==> config.mk <==
export PLATFORM = sky130hd
export DESIGN_NAME = v_result_writeback
export DESIGN_NICKNAME = d
export VERILOG_FILES = /design/src/rtl/v_result_writeback.sv
export SDC_FILE = /design/constraint.sdc
export NUM_CORES = 1
export LEC_CHECK = 0
export ABC_AREA = 1
export CAP_MARGIN = 20
export CORE_AREA = 10 10 450 452
export CTS_CLUSTER_DIAMETER = 150
export DETAILED_ROUTE_END_ITERATION = 12
export DIE_AREA = 0 0 460 462
export GPL_TIMING_DRIVEN = 0
export HOLD_SLACK_MARGIN = 0.03
export PLACE_DENSITY = 0.48
export SLEW_MARGIN = 5
export SYNTH_ARGS = -nofsm -noshare
export SYNTH_HDL_FRONTEND = slang
export SYNTH_SLANG_ARGS = --single-unit
export TNS_END_PERCENT = 30
==> constraint.sdc <==
create_clock -name clk -period 2.1 [get_ports clk]
set_clock_uncertainty 0.15 [all_clocks]
set_input_delay 0.525 -clock clk [delete_from_list [all_inputs] [get_ports clk]]
set_output_delay 0.525 -clock clk [all_outputs]
set_load 0.05 [all_outputs]
==> src/rtl/v_result_writeback.sv <==
// Vector result writeback: buffers one ALU or MUL result group from the lane
// array and writes it to the vector register file one register per cycle.
module v_result_writeback #(
    parameter int VLEN    = 128,
    parameter int RADDR_W = 5
) (
    input  logic               clk,
    input  logic               nrst,
    input  logic               in_valid,
    output logic               in_ready,
    input  logic               sel_mul,
    input  logic [2:0]         lmul,
    input  logic [RADDR_W-1:0] vd,
    input  logic [VLEN-1:0]    result_valu_1,
    input  logic [VLEN-1:0]    result_valu_2,
    input  logic [VLEN-1:0]    result_valu_3,
    input  logic [VLEN-1:0]    result_valu_4,
    input  logic [VLEN-1:0]    result_vmul_1,
    input  logic [VLEN-1:0]    result_vmul_2,
    input  logic [VLEN-1:0]    result_vmul_3,
    input  logic [VLEN-1:0]    result_vmul_4,
    output logic               wr_en,
    output logic [RADDR_W-1:0] wr_addr,
    output logic [VLEN-1:0]    wr_data,
    input  logic               wr_ready,
    output logic               busy,
    output logic               wb_done,
    output logic               err
);

    typedef enum logic [1:0] {
        IDLE  = 2'd0,
        WRITE = 2'd1,
        DONE  = 2'd2
    } state_e;

    state_e               state_q, state_d;
    logic [1:0]           idx_q, idx_d;
    logic [1:0]           last_q, last_d;
    logic [RADDR_W-1:0]   vd_q, vd_d;
    logic [VLEN-1:0]      slice_q [4];
    logic [VLEN-1:0]      slice_d [4];
    logic                 err_q, err_d;

    logic [1:0]           grp_last;
    logic                 grp_bad;

    // N-1 for the group size; alignment means the low bits of vd under this mask are zero.
    always_comb begin
        grp_last = 2'd0;
        grp_bad  = 1'b0;
        case (lmul)
            3'd0:    grp_last = 2'd0;
            3'd1:    grp_last = 2'd1;
            3'd2:    grp_last = 2'd3;
            default: grp_bad  = 1'b1;
        endcase
        if ((vd[1:0] & grp_last) != 2'd0) begin
            grp_bad = 1'b1;
        end
    end

    always_comb begin
        // NOTE: every variable gets a default before the case so no latch is inferred.
        state_d = state_q;
        idx_d   = idx_q;
        last_d  = last_q;
        vd_d    = vd_q;
        slice_d = slice_q;
        err_d   = 1'b0;
        case (state_q)
            IDLE: begin
                if (in_valid) begin
                    if (grp_bad) begin
                        err_d = 1'b1;
                    end else begin
                        vd_d       = vd;
                        last_d     = grp_last;
                        idx_d      = 2'd0;
                        slice_d[0] = sel_mul ? result_vmul_1 : result_valu_1;
                        slice_d[1] = sel_mul ? result_vmul_2 : result_valu_2;
                        slice_d[2] = sel_mul ? result_vmul_3 : result_valu_3;
                        slice_d[3] = sel_mul ? result_vmul_4 : result_valu_4;
                        state_d    = WRITE;
                    end
                end
            end
            WRITE: begin
                if (wr_ready) begin
                    if (idx_q == last_q) begin
                        state_d = DONE;
                    end else begin
                        idx_d = idx_q + 2'd1;
                    end
                end
            end
            DONE:    state_d = IDLE;
            default: state_d = IDLE;
        endcase
    end

    // NOTE: the slice buffer is a small register array, so it is cleared on reset
    // like the rest of the state; sequential state always uses non-blocking assignment.
    always_ff @(posedge clk or negedge nrst) begin
        if (!nrst) begin
            state_q <= IDLE;
            idx_q   <= '0;
            last_q  <= '0;
            vd_q    <= '0;
            err_q   <= 1'b0;
            for (int i = 0; i < 4; i++) begin
                slice_q[i] <= '0;
            end
        end else begin
            state_q <= state_d;
            idx_q   <= idx_d;
            last_q  <= last_d;
            vd_q    <= vd_d;
            err_q   <= err_d;
            slice_q <= slice_d;
        end
    end

    // Address and data are forced to zero whenever no write is requested.
    assign in_ready = (state_q == IDLE);
    assign busy     = (state_q != IDLE);
    assign wr_en    = (state_q == WRITE);
    assign wr_addr  = wr_en ? (vd_q + RADDR_W'(idx_q)) : '0;
    assign wr_data  = wr_en ? slice_q[idx_q] : '0;
    assign wb_done  = (state_q == DONE);
    assign err      = err_q;

endmodule

==> results.yml <==
run_status:
  status: "finished, violations left"
  violations: "negative hold slack, negative setup slack"
floorplanning:
  die_x_um: 460
  rows: 162
  initial_utilization_pct: 15.37
  die_y_um: 462
  ioPinCount: 1175
  core_area_mm2: 0.1938
  dieArea_mm2: 0.2125
worst_setup_path:
  cp_cell_sequence: "buf_12 -> buf_12 -> buf_16 -> buf_8 -> nor2_4 -> nor2_2 -> o21ai_2 -> a21oi_4 -> buf_6"
  critPathLaunchType: "flop"
  worstPathArrival_ns: 2.54
  cp_slowest_cell: "dfrtp_2"
  worstReg2RegEnd: "slice_q[45]$_DFFE_PN0P_"
  path_buf_inv: 5
  crit_family: "buffers and inverters"
  slowest_delay_ns: 0.42
  crit_path_end_kind: "output pin"
  r2r-start: "state_q[1]$_DFFE_PN0P_"
  cp_max_fo: 5
  cp.required_ns: 1.42
  reg2reg_depth: 8
  crit_type: "flop to output pin"
  path_common_cell: "buf_12"
  reg2reg_slack_ns: -0.13
yosys:
  synthFlopType: "dfrtp_1"
  ys_ff_latch: 524
  async_flop_share_pct: 100.0
  syn_inst: 3315
  yosysTopAreaCell: "dfrtp_1"
  ys_seq_area_share_pct: 44.01
  synth_cell_types: 24
  syn-num-nets: 4355
  synth_area_mm2: 0.02979
  yosys_warnings: 0
  avgSynthCellArea_um2: 8.987
  synth_commonest_cells: "dfrtp_1, nor2_1, mux2i_1, nand2_1, o21ai_1"
  yosys-top-cells-area: "dfrtp_1, mux2i_1, nor2_1"
  synth_edf_count: 0
  synth_top_area_share_pct: 44.01
  synth_most_common_cell: "dfrtp_1"
power_and_ir_drop:
  vdd_drop_max_v: 0.0005868
  p_total_mw: 62.59
  pwr_density_cell_mw_per_mm2: 1198
  power.leakage_nw: 21.94
finish:
  final_nets: 5651
  final_layout_size_suffix_gt1_share_pct: 26.74
  syn_to_final_growth_pct: 75.42
  final_util_pct: 26.97
cts:
  h-tree-depth: 3
  clk_latency_ns: 0.68
  cts.sinks: 524
  cts_root_buffer: "clkbuf_16"
  clock_path_buffers: 3
  cts_buffers: 71
  path_clk_slew_ns: 0.05
  cts_tree: "built"
drt:
  first_pass_iters: 5
  drtAntennaViolNets: 0
  drt-initial-drc-count: 2088
  avgRoutedWirePerCell_um: 29.53
  drc: 0
  drt_wl_total_mm: 213.6
  vias_per_cell: 4.209
  via_count: 30440
timing:
  finalSetupViolations: 282
  fin_crit_sh_pct: 152.9
  fin_ws_ns: -1.111
  final_max_slew_viol_count: 0
  fmax_mhz: 311.4
  rsz0062_at_grt: "true"
  min_period_ns: 3.211
  worst_slew_pin_slew_ns: 1.025
  slew_headroom_pct: 31.64
  hold_violations: 82
  whs_ns: -0.2754
global_route:
  grt_max_degree: 103
  grt_use_total_pct: 18.90
  grt_pass1_vias: 31770
  grt-ovfl-total: 0
  grt_pass1_wl_mm: 277.3
  antenna_found_initial: 98
place:
  dp_hpwl_mm: 174.6
  portBuffers: 1173
  gp_congestion: 0.9513
  preCtsSetupSlack_ns: -2.264
job:
  cap_violations: 0
hold_path:
  min_path_type: "input pin to asynchronous set/reset pin"
[through the flow]
stage / std cells / cell area, µm² / setup TNS, ns
5_1_grt: 7211 / 52210 / -174.39
3_3_place_gp: 7030 / 46440 / -
4_1_cts: 7168 / 49760 / -288.40
2_1_floorplan: 3315 / 31520 / -14.08
6_report: 7233 / 52260 / -144.16
3_5_place_dp: 7038 / 46630 / -778.25
[cells in the final DEF, fill, tap and decap left out, drive strengths merged]
cell and n:
ha 2, o21ai 777, clkinvlp 1, mux2i 512, nor2 523, nand2 543
o21bai 1, inv 21, clkdlybuf4s50 1035, bufinv 3, a21oi 132, clkbuf 165
clkinv 13, buf 400, dfrtp 524, diode 28, xnor2 2, nand4 1
nand3 7, fa 1
[state kept, by name, indices dropped and copies added (netlist names)]
register  flops
vd_q          5
idx_q         2
slice_q     512
state_q       2
last_q        2
err           1
[worst max-delay path by stage]
stage | endpoint | slack, ns | from | depth (start not counted)
finish | wr_data[70] | -1.11 | idx_q[0]$_DFFE_PN0P_ | 9
global route | wr_data[70] | -1.23 | idx_q[0]$_DFFE_PN0P_ | 9
CTS | wr_data[42] | -1.34 | idx_q[0]$_DFFE_PN0P_ | 7
detailed placement | wr_data[43] | -2.26 | idx_q[0]$_DFFE_PN0P_ | 7
global placement | slice_q[288]$_DFFE_PN0P_ | -24.98 | nrst | 1
floorplan | wr_data[35] | -0.50 | idx_q[0]$_DFFE_PN0P_ | 6
[layout make-up]
cell class / instances / area, µm²
sequential: 524 / 13120
multi-input combinational: 2501 / 17320
antenna: 28 / 70.07
clock buffer: 105 / 2117
fill: 20750 / 141500
timing repair buffer: 1226 / 13380
tap: 2542 / 3181
buffer: 269 / 2726
inverter: 18 / 96.34
clock inverter: 20 / 257.7
[timing repair]
action	4_1_cts	5_1_grt
endpoints found under the setup margin	637	696
cloned	3	16
pin swaps	9	141
hold endpoints to repair	82	82
buffers inserted	2	24
resized for setup	1095	677
[worst reg2reg max path, delay by kind of cell (launching register included)]
| family | cells | cell delay, ns |
|---|---|---|
| AOI/OAI and AO/OA | 1 | 0.11 |
| and+or+nand+nor | 2 | 0.29 |
| buffers and inverters | 5 | 1.13 |
| DFF | 1 | 0.40 |
[logic make-up after synthesis]
| kind of cell | count (synthesis) | share of synthesized area (%) |
|---|---|---|
| adder cells (fa/ha/maj) | 3 | 0.1512 |
| AO/OA/AOI/OAI | 910 | 17.83 |
| multiplexers | 512 | 17.20 |
| XOR/XNOR | 2 | 0.05881 |
| flip-flops | 524 | 44.01 |
| buffers and inverters | 290 | 6.253 |
| AND/OR/NAND/NOR | 1074 | 14.49 |
[power breakdown]
part | switching, mW | total [mW] | internal, mW
Sequential | 3.49 | 18.4 | 14.9
Combinational | 18.7 | 31.6 | 12.9
Clock | 5.18 | 12.6 | 7.39
[per-layer routing]
| metal | routed length, µm | GRT usage, % |
|---|---|---|
| met1 | 84680 | 22.46 |
| met2 | 102600 | 32.26 |
| met3 | 22180 | 7.288 |
| met4 | 3648 | 3.975 |
| met5 | 445 | 0 |
No activity file was read; power rests on OpenSTA's default activity.
